**config.mk**
```make
export PLATFORM = sky130hd
export DESIGN_NAME = hazard_scoreboard_id
export DESIGN_NICKNAME = d
export VERILOG_FILES = /design/src/rtl/hazard_scoreboard_id_pkg.sv /design/src/rtl/hazard_scoreboard_id_sb_entry.sv /design/src/rtl/hazard_scoreboard_id.sv
export SDC_FILE = /design/constraint.sdc
export NUM_CORES = 1
export LEC_CHECK = 0
export BUFFER_PORTS_ARGS = -buffer_cell sky130_fd_sc_hd__buf_4
export CORE_AREA = 2 2 175 177
export CTS_BUF_LIST = sky130_fd_sc_hd__clkbuf_2
export CTS_CLUSTER_SIZE = 20
export DETAILED_ROUTE_END_ITERATION = 6
export DIE_AREA = 0 0 177 179
export HOLD_SLACK_MARGIN = 0.05
export PLACE_DENSITY = 0.48
export SLEW_MARGIN = 20
export SYNTH_ARGS = -nofsm -noshare
export SYNTH_HDL_FRONTEND = slang
export SYNTH_SLANG_ARGS = --single-unit
```
**constraint.sdc**
```tcl
create_clock -name i_clock -period 9.5 [get_ports i_clock]
set_clock_uncertainty 0.05 [all_clocks]
set_input_delay 1.9 -clock i_clock [delete_from_list [all_inputs] [get_ports i_clock]]
set_output_delay 1.9 -clock i_clock [all_outputs]
set_load 0.02 [all_outputs]
```
**src/rtl/hazard_scoreboard_id_pkg.sv**
```systemverilog
`default_nettype none
// ============================================================================
//  Module      : hazard_scoreboard_id_pkg
//  Description : Shared constants for the ID-stage hazard scoreboard:
//                the hard-wired zero register, the standard result
//                latencies and default sizing of the countdown counters.
//  Revision    : 1.0 - initial release
// ============================================================================
package hazard_scoreboard_id_pkg;

    localparam logic [4:0] REG_ZERO    = 5'd0;
    localparam int         LAT_ALU     = 0;
    localparam int         LAT_LW      = 1;
    localparam int         DEF_MAX_LAT = 7;
    localparam int         DEF_LAT_W   = 3;

endpackage : hazard_scoreboard_id_pkg
`default_nettype wire

```
**src/rtl/hazard_scoreboard_id_sb_entry.sv**
```systemverilog
`default_nettype none
// ============================================================================
//  Module      : sb_entry
//  Description : One scoreboard entry: a countdown of the cycles until a
//                pending register write can be consumed from the bypass
//                network.
//  Ports       : i_clock     rising-edge clock
//                i_reset     asynchronous active-high reset
//                i_load      start a new countdown with i_load_val
//                i_load_val  cycles still to wait
//                i_hold      freeze the counter (pipeline frozen)
//                o_busy      counter is nonzero
//                o_cnt       current count
//  Revision    : 1.0 - initial release
// ============================================================================
module sb_entry
    import hazard_scoreboard_id_pkg::*;
#(
    parameter int LAT_W = DEF_LAT_W
) (
    input  logic             i_clock,
    input  logic             i_reset,
    input  logic             i_load,
    input  logic [LAT_W-1:0] i_load_val,
    input  logic             i_hold,
    output logic             o_busy,
    output logic [LAT_W-1:0] o_cnt
);

    logic [LAT_W-1:0] r_cnt;

    // A load replaces the decrement that would otherwise happen this cycle.
    always_ff @(posedge i_clock or posedge i_reset) begin
        if (i_reset) begin
            r_cnt <= '0;
        end else if (!i_hold) begin
            if (i_load) begin
                r_cnt <= i_load_val;
            end else if (r_cnt != '0) begin
                r_cnt <= r_cnt - LAT_W'(1);
            end
        end
    end

    assign o_busy = (r_cnt != '0);
    assign o_cnt  = r_cnt;

endmodule : sb_entry
`default_nettype wire

```
**src/rtl/hazard_scoreboard_id.sv**
```systemverilog
`default_nettype none
// ============================================================================
//  Module      : hazard_scoreboard_id
//  Description : ID-stage load-use hazard unit with per-register pending
//                write countdowns. An instruction stalls in ID while any
//                source it reads is still counting down, or while an older
//                write to its destination would finish after its own.
//                Drives PC / IF-ID write enables and the ID/EX bubble.
//  Option      : HAZARD_STATS_EN adds i_stats_clr and o_stall_cycles
//                (saturating count of non-frozen stall cycles).
//  Ports       : i_clock, i_reset (async, active-high)
//                i_id_valid, i_id_rs, i_id_rt, i_id_uses_rt, i_id_rd,
//                i_id_regwrite, i_id_lat   - decoded ID-stage instruction
//                i_flush                   - kill the instruction in ID
//                i_mem_hold                - whole-pipeline freeze
//                o_stall, o_pc_write, o_ifid_write, o_bubble, o_busy_mask
//  Revision    : 1.0 - initial release
// ============================================================================
module hazard_scoreboard_id
    import hazard_scoreboard_id_pkg::*;
#(
    parameter int REG_AW   = 5,
    parameter int NUM_REGS = 32,
    parameter int MAX_LAT  = DEF_MAX_LAT,
    parameter int LAT_W    = DEF_LAT_W
) (
    input  logic                i_clock,
    input  logic                i_reset,
    input  logic                i_id_valid,
    input  logic [REG_AW-1:0]   i_id_rs,
    input  logic [REG_AW-1:0]   i_id_rt,
    input  logic                i_id_uses_rt,
    input  logic [REG_AW-1:0]   i_id_rd,
    input  logic                i_id_regwrite,
    input  logic [LAT_W-1:0]    i_id_lat,
    input  logic                i_flush,
    input  logic                i_mem_hold,
    output logic                o_stall,
    output logic                o_pc_write,
    output logic                o_ifid_write,
    output logic                o_bubble,
    output logic [NUM_REGS-1:0] o_busy_mask
`ifdef HAZARD_STATS_EN
    ,
    input  logic                i_stats_clr,
    output logic [31:0]         o_stall_cycles
`endif
);

    localparam int               c_NUM_SLOTS = 1 << REG_AW;
    localparam logic [LAT_W-1:0] c_MAX_LAT   = LAT_W'(MAX_LAT);
    localparam logic [REG_AW-1:0] c_REG_ZERO = REG_AW'(REG_ZERO);

    // Counters padded to the full address space so any register address
    // indexes safely; untracked slots read as zero.
    logic [LAT_W-1:0] w_cnt [0:c_NUM_SLOTS-1];
    logic [LAT_W-1:0] w_lat;
    logic             w_hz_rs;
    logic             w_hz_rt;
    logic             w_hz_waw;
    logic             w_issue;
    logic             w_issue_wr;

    assign w_lat = (int'(i_id_lat) > MAX_LAT) ? c_MAX_LAT : i_id_lat;

    assign w_hz_rs  = (i_id_rs != c_REG_ZERO) && (w_cnt[i_id_rs] != '0);
    assign w_hz_rt  = i_id_uses_rt && (i_id_rt != c_REG_ZERO) && (w_cnt[i_id_rt] != '0);
    // An older write finishing later than ours would clobber our result.
    assign w_hz_waw = i_id_regwrite && (i_id_rd != c_REG_ZERO) && (w_cnt[i_id_rd] > w_lat);

    assign o_stall      = i_id_valid && !i_flush && (w_hz_rs || w_hz_rt || w_hz_waw);
    assign w_issue      = i_id_valid && !i_flush && !o_stall && !i_mem_hold;
    assign w_issue_wr   = w_issue && i_id_regwrite && (i_id_rd != c_REG_ZERO);
    assign o_pc_write   = !o_stall && !i_mem_hold;
    assign o_ifid_write = !o_stall && !i_mem_hold;
    // Under a freeze ID/EX holds its contents rather than taking a NOP.
    assign o_bubble     = (o_stall || i_flush) && !i_mem_hold;

    assign o_busy_mask[0] = 1'b0;

    for (genvar r = 0; r < c_NUM_SLOTS; r++) begin : g_entry
        if (r >= 1 && r < NUM_REGS) begin : g_trk
            sb_entry #(
                .LAT_W      (LAT_W)
            ) u_entry (
                .i_clock    (i_clock),
                .i_reset    (i_reset),
                .i_load     (w_issue_wr && (i_id_rd == REG_AW'(r))),
                .i_load_val (w_lat),
                .i_hold     (i_mem_hold),
                .o_busy     (o_busy_mask[r]),
                .o_cnt      (w_cnt[r])
            );
        end else begin : g_idle
            assign w_cnt[r] = '0;
        end
    end

`ifdef HAZARD_STATS_EN
    logic [31:0] r_stall_cycles;

    always_ff @(posedge i_clock or posedge i_reset) begin
        if (i_reset) begin
            r_stall_cycles <= '0;
        end else if (i_stats_clr) begin
            r_stall_cycles <= '0;
        end else if (o_stall && !i_mem_hold && (r_stall_cycles != 32'hFFFF_FFFF)) begin
            r_stall_cycles <= r_stall_cycles + 32'd1;
        end
    end

    assign o_stall_cycles = r_stall_cycles;
`else
    // Statistics disabled: no counter, no extra ports.
`endif

endmodule : hazard_scoreboard_id
`default_nettype wire

```
# Word-level counts from Yosys, hierarchy flattened
# Index checks and enable logic that the tools add are counted.
# totals
register_bits	93
input_bits	25
output_inout_bits	36
word_cells	320
# op_classes
n_addsub	31
order_cmp	4
eq_ne	31
n_mux	71
n_bitwise	4
reduce_logical	148
# op_table
op	n
two-way mux 3 bit	68
nonzero test 3 bit	33
subtractor 3 x 1 -> 3 bit, second input constant	31
equality test 5 bit, second input constant	16
AND reduction 2 bit	31
nonzero test 2 bit	31
binary-select mux 3 bit (select 5 bit)	3
logical AND 1 bit	44
equality test 5 x 4 -> 1 bit, second input constant	8
equality test 5 x 3 -> 1 bit, second input constant	4
>= comparator 6 bit, second input constant	3
NOT 5 -> 6 bit	3
nonzero test 5 bit	3
equality test 5 x 2 -> 1 bit, second input constant	2
equality test 5 x 1 -> 1 bit, second input constant	1
greater-than comparator 3 bit	1
zero test 1 bit	3
logical OR 1 bit	3
NOT 1 bit	1

# Depth between registers and ports, before layout
# Gate-level depths: netlist (run 1).
# depth
ltp_word	17
depth_mapped	19
depth_no_buf	14

# Cells and area by module
# A second synthesis (run 1) with hierarchy kept.
# unflattened
hier_cells	954
area_unflattened_um2	9307.7
# by_module_without_submodules
mod	instances	cells_each	area_each_um2	seq_area_each_um2
sb_entry	31	22	226.5	75.1
hazard_scoreboard_id	1	272	2287.2	0.0

# Least setup slack after synthesis (run 1)
# No wires, ideal clock.
# synth_path
path_type	input -> output
start	input i_id_rd[0]
end	output o_pc_write
arrival_time_ps	6490
required_time_ps	7550
slack_ps	1060
path_stages	17
path_buffers	6
path_cell_list	clkbuf_1 > buf_1 > clkbuf_1 > mux4_2 > mux4_2 > mux2_2 > ha_1 > nand3_1 > o211ai_1 > nor2_1 > or3_4 > buf_6 > buf_8 > nor2_1 > nor3b_1 > nor2_1 > buf_4
# synth_between
elab_chain_cells	10
elab_cells_between_ends	12
cone_classes	order compare: 1; mux: 3; bitwise: 1; reduce/logical: 7
# synth_rtl
element	line	text
start: declaration	hazard_scoreboard_id.sv:33	input logic [REG_AW-1:0] i_id_rd,
NOT 5 -> 6 bit (implied by the code)	hazard_scoreboard_id.sv:69	assign w_hz_waw = i_id_regwrite && (i_id_rd != c_REG_ZERO) && (w_cnt[i_id_rd] > w_lat);
binary-select mux 3 bit (select 5 bit)	hazard_scoreboard_id.sv:69	
two-way mux 3 bit (implied by the code) (2 in series)	hazard_scoreboard_id.sv:69	
greater-than comparator 3 bit	hazard_scoreboard_id.sv:69	
logical AND 1 bit (*)	hazard_scoreboard_id.sv:69	
logical OR 1 bit (*)	hazard_scoreboard_id.sv:71	assign o_stall = i_id_valid && !i_flush && (w_hz_rs || w_hz_rt || w_hz_waw);
logical AND 1 bit (*)	hazard_scoreboard_id.sv:71	
net o_stall	hazard_scoreboard_id.sv:38	output logic o_stall,
zero test 1 bit (*)	n/a	
logical AND 1 bit (*)	n/a	
end: declaration	hazard_scoreboard_id.sv:39	output logic o_pc_write,
# Mark *: on every way through the listed nets, which the timed path passes. The rest lies on a longest branch. The select of a mux whose other input is x is not followed.

# Worst setup path in the final report (run 1)
# layout_path
start	input i_id_rd[0]
end	output o_pc_write
# layout_between
elab_chain_cells	10
elab_cells_between_ends	12
cone_classes	order compare: 1; mux: 3; bitwise: 1; reduce/logical: 7
# layout_rtl
element	line	text
NOT 5 -> 6 bit (implied by the code)	hazard_scoreboard_id.sv:69	
binary-select mux 3 bit (select 5 bit)	hazard_scoreboard_id.sv:69	
two-way mux 3 bit (implied by the code) (2 in series)	hazard_scoreboard_id.sv:69	
greater-than comparator 3 bit	hazard_scoreboard_id.sv:69	
logical AND 1 bit (*)	hazard_scoreboard_id.sv:69	
logical OR 1 bit (*)	hazard_scoreboard_id.sv:71	
logical AND 1 bit (*)	hazard_scoreboard_id.sv:71	
zero test 1 bit (*)	hazard_scoreboard_id.sv:74	assign o_pc_write = !o_stall && !i_mem_hold;
logical AND 1 bit (*)	hazard_scoreboard_id.sv:74	
# Every way passes the cells marked *; elsewhere a longest branch is shown, timed or not. The select of a mux whose other input is x is not followed.

==> results.json, run 1 <==
{
  "status": "complete, no violations",
  "synth.distinct_cells": 62,
  "syn_to_final_growth_pct": 6.91,
  "setup_violations": 0,
  "hold_buffers": 0,
  "multi_input_area_um2": 5750,
  "initial_core_util": 0.295,
  "timing.critical_path.mode_cell": "nor2_1",
  "avgSynthCellArea_um2": 8.82,
  "grt_usage": 0.194,
  "period_needed_ns": 7.64,
  "comb_power_share": 0.481,
  "antenna_found_initial": 2,
  "io_buffers": 59,
  "cts_buffers": 9,
  "wl_per_cell_um": 21.7,
  "critPathLaunch": "i_id_rd[0]",
  "fp.dieArea_um2": 31700,
  "pwr-share-clk": 0.102,
  "p_total_mw": 2.17,
  "dp_slack_ns": 1.84,
  "p_seq_frac": 0.417,
  "crit_buf_inv": 2,
  "grt_first_pass_wirelength_mm": 46.5,
  "die_w_um": 177,
  "ff_latch_area_um2": 2330,
  "syn_nets": 1094,
  "critPathKind": "in2out",
  "whs_path_depth": 2,
  "drc": 0,
  "hpwl_mm": 22.1,
  "fmax_mhz": 131,
  "synth_cells": 1004,
  "drive_gt1_frac": 0.157,
  "rows": 64,
  "p_leak_nw": 3.73,
  "worstRegToRegCells": 11,
  "cp.depth": 14,
  "finalMaxSlewViolations": 0,
  "yosys_warnings": 0,
  "hold_ws_ns": 0.639,
  "cts_tree": "done",
  "syn-cell-area_um2": 8860,
  "cts-htree-levels": 3,
  "grt_max_degree": 70,
  "path_max_fanout": 32,
  "endpoint_kind": "output pin",
  "worst_slack_ns": 1.86,
  "cts_resized": 0,
  "power.density_nw_per_um2": 229,
  "cp.arrival_ns": 5.69,
  "async_reset_ff_frac": 1.00,
  "clock_latency_ns": 0.67,
  "maxSlewHeadroom": 0.331,
  "die_h_um": 179,
  "min_from": "g_entry[12].g_trk.u_entry.o_cnt[2]",
  "fin_tns_setup_ns": 0,
  "max_stage_delay_ns": 0.60,
  "drv_cap": 0,
  "synthFlopType": "dfrtp_1",
  "critPathSlowestCell": "or3_4",
  "ctsRootBufferMaster": "clkbuf_2",
  "start_kind": "primary input",
  "core-area_um2": 30000,
  "switchingPower_mw": 1.04,
  "grt_pass1_vias": 7458,
  "gp_congestion": 0.938,
  "synth_seq_cells": 93,
  "routed_wl_mm": 30.2,
  "grt.overflow.total": 0,
  "internal_power_mw": 1.12,
  "switching_share": 0.481,
  "fin_cells": 1393,
  "path_clk_slew_ns": 0.30,
  "post_cts_buffers": 0,
  "hp-class": "reg2reg",
  "largest_reg_flops": 93,
  "detail_route.iter0.violations": 759,
  "via_per_inst": 5.77,
  "synth_edf_count": 0,
  "tightest_slew_ns": 0.999,
  "ant_nets": 0,
  "dp_cells": 1375,
  "drtPass1Iterations": 6,
  "fillers": 3156,
  "timing.rr.start": "g_entry[31].g_trk.u_entry.o_cnt[1]",
  "crit_required_ns": 7.55,
  "clock-sinks": 93,
  "rsz0062_at_grt": "false",
  "nNetsFinal": 1080,
  "clockBufferDepth": 2,
  "num_vias": 8044,
  "post-route-period-util": 0.804,
  "peakVddDrop_mv": 0.0774,
  "finalHoldViolations": 0,
  "ys_seq_area_frac": 0.263,
  "cp_cell_sequence": "buf_4 -> nor2b_1 -> a22o_1 -> mux4_2 -> mux2_2 -> ha_1 -> nand3_1 -> o211ai_1 -> nor2_1 -> or3_4 -> nor2_1 -> nor3b_1 -> nor2_1 -> buf_4",
  "crit_family": "simple AND/OR/NAND/NOR gates",
  "boundaryPins": 61
}
## power by group through the flow
stage	Combinational, mW	Sequential (mW)	Clock [mW]
5_1_grt	1.20	0.926	0.245
3_5_place_dp	1.04	0.903	0
6_report	1.04	0.903	0.221
2_1_floorplan	0.895	0.732	0
3_3_place_gp	1.02	0.908	0
4_1_cts	1.05	0.893	0.230
## final timing paths
| check | slack [ns] | end |
|---|---|---|
| worst max-delay path | 1.86 | o_pc_write |
| worst min-delay path | 0.64 | g_entry[12].g_trk.u_entry.o_cnt[2] |
| worst max register to register | 5.26 | g_entry[16].g_trk.u_entry.o_cnt[1] |
| worst min register to register | 0.64 | g_entry[12].g_trk.u_entry.o_cnt[2] |
| max in group asynchronous | 7.00 | g_entry[13].g_trk.u_entry.o_cnt[2] |
| min in group asynchronous | 1.20 | g_entry[3].g_trk.u_entry.o_cnt[2] |
## worst register-to-register path, delay by kind of cell (launching register included)
kind | cells | cell delay (ns)
adders and majority gates | 1 | 0.29
DFF | 1 | 0.56
AOI/OAI and AO/OA | 4 | 0.65
and+or+nand+nor | 3 | 1.31
muxes | 3 | 1.27
## kinds of logic (layout without fill, tap and decap cells)
group,after synthesis,count (layout),synth area share
muxes,41,41,0.0879
adders and majority gates,65,65,0.0918
buffers and inverters,164,155,0.0900
DFF,93,93,0.263
AOI/OAI and AO/OA,233,233,0.190
other,1,3,0.000423
and+or+nand+nor,407,407,0.277
## placed cells by master (no fill, tap or decap), types with 5 or more instances in the layout
cell type / netlist / final
nand3_1: 99 / 99
dfrtp_1: 93 / 93
nand2b_1: 88 / 88
inv_1: 72 / 71
buf_4: 37 / 66
ha_1: 65 / 65
a21oi_1: 59 / 59
nor3_1: 55 / 55
nor2_1: 50 / 47
a211oi_1: 35 / 35
o22ai_1: 33 / 33
a221oi_1: 29 / 29
mux4_2: 29 / 29
a221o_1: 28 / 28
nand2_1: 21 / 21
nor3_4: 20 / 20
o21ai_0: 13 / 13
nand4_1: 13 / 13
nor2b_1: 10 / 10
clkbuf_2: 0 / 10
nor4_1: 9 / 9
or3_1: 8 / 8
mux2i_1: 8 / 8
and2_1: 6 / 6
nor3_2: 6 / 6
o211ai_1: 5 / 5
nor4b_1: 5 / 5
## through the flow
stage	utilization	area [um^2]
global route	0.315	9470
global placement	0.311	9350
CTS	0.315	9460
finish	0.315	9470
floorplan	-	8860
detailed placement	0.311	9350
## metal layers
| metal | track usage | up-vias | share of wire |
|---|---|---|---|
| met5 | 0 | - | 0 |
| met4 | 0.0665 | 0 | 0.034 |
| met3 | 0.0310 | 77 | 0.060 |
| met2 | 0.317 | 280 | 0.47 |
| met1 | 0.261 | 3970 | 0.44 |
| li1 | - | 3717 | - |
## final cells by class
type | count | share of cell area
flip-flops and latches | 93 | 0.246
diodes | 2 | 0.000529
inverters | 73 | 0.0295
well taps | 396 | 0.0523
repair buffers | 66 | 0.0523
clock buffers | 10 | 0.00529
multi-input cells | 747 | 0.608
clock inverters | 6 | 0.00661
## synth_stat cells, types with 4 or more instances
master | n | area [um^2]
and3_1 | 4 | 25.0
nor3_4 | 20 | 325
o211a_1 | 4 | 40.0
mux2_2 | 4 | 45.0
nor3_2 | 6 | 60.1
nand4_1 | 13 | 81.3
inv_1 | 72 | 270
nor3_1 | 55 | 275
nor2_1 | 50 | 188
mux2i_1 | 8 | 80.1
or3_1 | 8 | 50.1
nand2_1 | 21 | 78.8
o22ai_1 | 33 | 206
a211oi_1 | 35 | 263
o21ai_0 | 13 | 65.1
a21oi_1 | 59 | 295
nand2b_1 | 88 | 551
clkbuf_1 | 48 | 180
o221a_2 | 4 | 45.0
nor4b_1 | 5 | 43.8
a221o_1 | 28 | 280
dfrtp_1 | 93 | 2330
nor4_1 | 9 | 56.3
o211ai_1 | 5 | 37.5
a221oi_1 | 29 | 254
mux4_2 | 29 | 653
buf_4 | 37 | 278
nor2b_1 | 10 | 62.6
ha_1 | 65 | 813
and2_1 | 6 | 37.5
nand3_1 | 99 | 495
Note: power is estimated with default switching activity, not from simulation.
==> inputs of run 2 (changes only) <==
Settings changed: PLACE_DENSITY 0.48 to 0.5.
Clock period 9.5 ns to 6.8 ns, I/O delays scaled along.
==> results.json, run 2 (synthesis results as in run 1) <==
{
  "gp_congestion": 0.946,
  "start_kind": "primary input",
  "path_clk_slew_ns": 0.24,
  "p_total_mw": 2.97,
  "comb_power_share": 0.495,
  "rsz0062_at_grt": "false",
  "mostFrequentLayoutCell": "nand3_1",
  "antenna_found_initial": 1,
  "syn_to_final_growth_pct": 6.51,
  "grt_first_pass_wirelength_mm": 45.5,
  "clock_latency_ns": 0.64,
  "finalHoldViolations": 0,
  "finalMaxSlewViolations": 0,
  "maxSlewHeadroom": 0.288,
  "fin_cells": 1391,
  "peakVddDrop_mv": 0.0837,
  "die_h_um": 179,
  "post-route-period-util": 0.897,
  "timing.rr.start": "g_entry[31].g_trk.u_entry.o_cnt[1]",
  "min_from": "g_entry[11].g_trk.u_entry.o_cnt[0]",
  "min_to": "g_entry[11].g_trk.u_entry.o_cnt[0]",
  "post_cts_buffers": 0,
  "rows": 64,
  "dpl_cell_area_um2": 9370,
  "ant_nets": 0,
  "grt_usage": 0.190,
  "core-area_um2": 30000,
  "critPathSlowestCell": "mux4_2",
  "routed_wl_mm": 29.7,
  "num_vias": 8013,
  "worstRegToRegCells": 12,
  "timing.rr.end": "g_entry[16].g_trk.u_entry.o_cnt[1]",
  "crit_buf_inv": 2,
  "max_stage_delay_ns": 0.57,
  "p_seq_frac": 0.423,
  "hold_ws_ns": 0.638,
  "tightest_slew_ns": 1.06,
  "grt_pass1_vias": 7283,
  "dp_cells": 1376,
  "switchingPower_mw": 1.45,
  "grt.overflow.total": 0,
  "critPathKind": "in2out",
  "grt_max_degree": 70,
  "fp.dieArea_um2": 31700,
  "rrSetupSlack_ns": 2.52,
  "design_area_um2": 9430,
  "status": "complete, no violations",
  "fmax_mhz": 164,
  "whs_path_depth": 2,
  "period_needed_ns": 6.10,
  "cp.arrival_ns": 4.69,
  "initial_core_util": 0.295,
  "internal_power_mw": 1.53,
  "via_per_inst": 5.76,
  "path_max_fanout": 28,
  "detail_route.iter0.violations": 773,
  "io_buffers": 59,
  "crit_required_ns": 5.39,
  "largest_reg_flops": 93,
  "cts_tree": "done",
  "fin_tns_setup_ns": 0,
  "hold_buffers": 0,
  "pwr-share-clk": 0.082,
  "die_w_um": 177,
  "cp_cell_sequence": "buf_4 -> mux4_2 -> mux4_2 -> mux2_2 -> ha_1 -> a21o_1 -> a21oi_1 -> nor2_1 -> or3_4 -> nor2_1 -> nor3b_2 -> o21a_1 -> buf_4",
  "nNetsFinal": 1081,
  "wl_per_cell_um": 21.4,
  "setup_violations": 0,
  "crit_family": "multiplexers",
  "hpwl_mm": 21.7,
  "drive_gt1_frac": 0.155,
  "endpoint_kind": "output pin",
  "drc": 0,
  "cts_resized": 0,
  "drv_cap": 0,
  "cts-htree-levels": 3,
  "switching_share": 0.487,
  "layout_common_cells": "nand3_1 (99), dfrtp_1 (93), nand2b_1 (88)",
  "clock-sinks": 93,
  "cts_buffers": 9,
  "ctsRootBufferMaster": "clkbuf_2",
  "power.density_nw_per_um2": 315,
  "clockBufferDepth": 2,
  "drtPass1Iterations": 5,
  "hp-class": "reg2reg",
  "p_leak_nw": 3.72,
  "boundaryPins": 61
}
run 2: power by group through the flow:
stage / sequential, mW / combinational [mW] / clock (mW)
after floorplan: 1.02 / 1.25 / 0
after global placement: 1.26 / 1.43 / 0
after detailed placement: 1.26 / 1.47 / 0
after global routing: 1.29 / 1.67 / 0.275
after CTS: 1.24 / 1.48 / 0.254
final: 1.26 / 1.47 / 0.243
run 2: worst min-delay path: stages (launching register included):
cell,delay (ns)
dfrtp_1,0.48
inv_1,0.12
o21ai_0,0.09
run 2: worst max path at each step:
| stage | slack (ns) | to | startpoint | cells past startpoint |
|---|---|---|---|---|
| 6_report | 0.70 | o_bubble | i_id_rd[0] | 13 |
| 3_5_place_dp | 0.71 | o_bubble | i_id_rd[0] | 13 |
| 2_1_floorplan | 0.10 | o_pc_write | i_id_rd[0] | 17 |
| 4_1_cts | 0.70 | o_bubble | i_id_rd[0] | 13 |
| 5_1_grt | 0.47 | o_bubble | i_id_rd[1] | 14 |
| 3_3_place_gp | 0.73 | o_bubble | i_id_rd[1] | 13 |
run 2: per-layer routing:
metal  global-route usage  part of all wire
met3               0.0263             0.055
met4               0.0802             0.036
met1                0.259              0.45
met5                    0                 0
met2                0.300              0.46
run 2: per-stage QoR:
| step | setup WS, ns | util |
|---|---|---|
| global route | 0.473 | 0.314 |
| CTS | 0.699 | 0.314 |
| floorplan | 0.101 | - |
| detailed placement | 0.713 | 0.312 |
| finish | 0.697 | 0.314 |
| global placement | 0.735 | 0.312 |
run 2: final cells by class:
cell class	count	area, um^2
fill	3192	20600
multi-input combinational	747	5760
sequential	93	2330
timing repair buffer	67	503
tap	396	495
inverter	73	279
clock buffer	9	45.0
clock inverter	5	20.0
antenna	1	2.50
==> inputs of run 3 (changes only) <==
Settings changed: PLACE_DENSITY 0.5 to not set.
==> results.json, run 3 (synthesis results as in run 1) <==
{
  "hp-class": "reg2reg",
  "hold_buffers": 0,
  "wl_per_cell_um": 20.4,
  "hold_ws_ns": 0.611,
  "post_cts_buffers": 0,
  "detail_route.iter0.violations": 858,
  "mostFrequentLayoutCell": "nand3_1",
  "fillers": 3124,
  "setup_violations": 0,
  "path_max_fanout": 28,
  "core-area_um2": 30000,
  "min_from": "g_entry[12].g_trk.u_entry.o_cnt[2]",
  "fin_tns_setup_ns": 0,
  "maxSlewHeadroom": 0.312,
  "ant_nets": 0,
  "period_needed_ns": 6.19,
  "power.density_nw_per_um2": 320,
  "nNetsFinal": 1082,
  "drtPass1Iterations": 5,
  "routed_wl_mm": 28.5,
  "clock-sinks": 93,
  "multi_input_area_um2": 5760,
  "critPathLaunch": "i_id_rd[0]",
  "syn_to_final_growth_pct": 7.39,
  "tightest_slew_ns": 1.03,
  "ctsRootBufferMaster": "clkbuf_2",
  "start_kind": "primary input",
  "p_leak_nw": 3.75,
  "gp_congestion": 0.955,
  "status": "complete, no violations",
  "hpwl_mm": 21.0,
  "grt_max_degree": 82,
  "crit_required_ns": 5.39,
  "die_w_um": 177,
  "critPathKind": "in2out",
  "grt_pass1_vias": 7533,
  "io_buffers": 59,
  "cts_buffers": 9,
  "drive_gt1_frac": 0.160,
  "peakVddDrop_mv": 0.0922,
  "clockBufferDepth": 2,
  "finalMaxSlewViolations": 0,
  "cts_tree": "done",
  "num_vias": 8098,
  "boundaryPins": 61,
  "grt_first_pass_wirelength_mm": 44.6,
  "rsz0062_at_grt": "false",
  "rows": 64,
  "ff_latch_area_um2": 2330,
  "layout_common_cells": "nand3_1 (99), dfrtp_1 (93), nand2b_1 (88)",
  "endpoint_kind": "output pin",
  "fmax_mhz": 162,
  "die_h_um": 179,
  "post-route-period-util": 0.910,
  "largest_reg_flops": 93,
  "fp.dieArea_um2": 31700,
  "finalHoldViolations": 0,
  "cts_resized": 0,
  "cts-htree-levels": 3,
  "grt_usage": 0.183,
  "initial_core_util": 0.295,
  "clock_latency_ns": 0.67,
  "p_total_mw": 3.04,
  "grt.overflow.total": 0,
  "drc": 0,
  "cp.arrival_ns": 4.78,
  "path_clk_slew_ns": 0.26,
  "antenna_found_initial": 1,
  "drv_cap": 0,
  "timing.rr.start": "g_entry[23].g_trk.u_entry.o_cnt[1]",
  "via_per_inst": 5.81
}
## run 3: cell count changes in the layout (fill, tap and decap cells not counted), sizes merged
| cell | previous run | this run |
|---|---|---|
| buf | 67 | 68 |
| bufinv | 0 | 2 |
| clkinv | 5 | 4 |
| clkinvlp | 0 | 1 |
## run 3: through the flow
step | instances | instance area (um^2) | utilization | setup slack (ns)
detailed placement | 1377 | 9370 | 0.312 | 0.669
global placement | 1377 | 9370 | 0.312 | 0.687
floorplan | 1004 | 8870 | - | 0.101
CTS | 1393 | 9510 | 0.317 | 0.653
finish | 1394 | 9510 | 0.317 | 0.611
global route | 1394 | 9510 | 0.317 | 0.389
## run 3: critical path, stage by stage
cell and delay, ns:
buf_4 0.35, mux4_2 0.58, mux4_2 0.48, mux2_2 0.28
ha_1 0.30, a21o_1 0.17, a21oi_1 0.14, nor2_1 0.06
or3_4 0.38, nor2_1 0.24, nor3b_2 0.10, o21a_1 0.18
buf_4 0.15
## run 3: cell type report
cell class	instances	share of cell area
antenna	1	0.000263
clock buffer	9	0.00474
clock inverter	7	0.00947
inverter	73	0.0293
multi-input combinational	747	0.606
sequential	93	0.245
tap	396	0.0521
timing repair buffer	68	0.0537
## run 3: routing by layer
| layer | wire (um) | share of wire | global-route usage |
|---|---|---|---|
| met1 | 12500 | 0.44 | 0.246 |
| met4 | 989 | 0.035 | 0.0833 |
| met2 | 13100 | 0.46 | 0.289 |
| met3 | 1930 | 0.068 | 0.0295 |
| met5 | 0 | 0 | 0 |
## run 3: final timing paths
path	to	slack (ns)	depth (start not counted)
max	o_bubble	0.61	13
min	g_entry[12].g_trk.u_entry.o_cnt[2]	0.61	2
max reg2reg	g_entry[16].g_trk.u_entry.o_cnt[1]	2.55	12
min reg2reg	g_entry[12].g_trk.u_entry.o_cnt[2]	0.61	2
max in group asynchronous	g_entry[25].g_trk.u_entry.o_cnt[1]	4.90	3
min in group asynchronous	g_entry[28].g_trk.u_entry.o_cnt[2]	0.63	2
## run 3: report_power, final
group	total (mW)	internal, mW	switching [mW]
Combinational	1.47	0.705	0.768
Clock	0.338	0.120	0.218
Sequential	1.23	0.784	0.446
Total	3.04	1.61	1.43
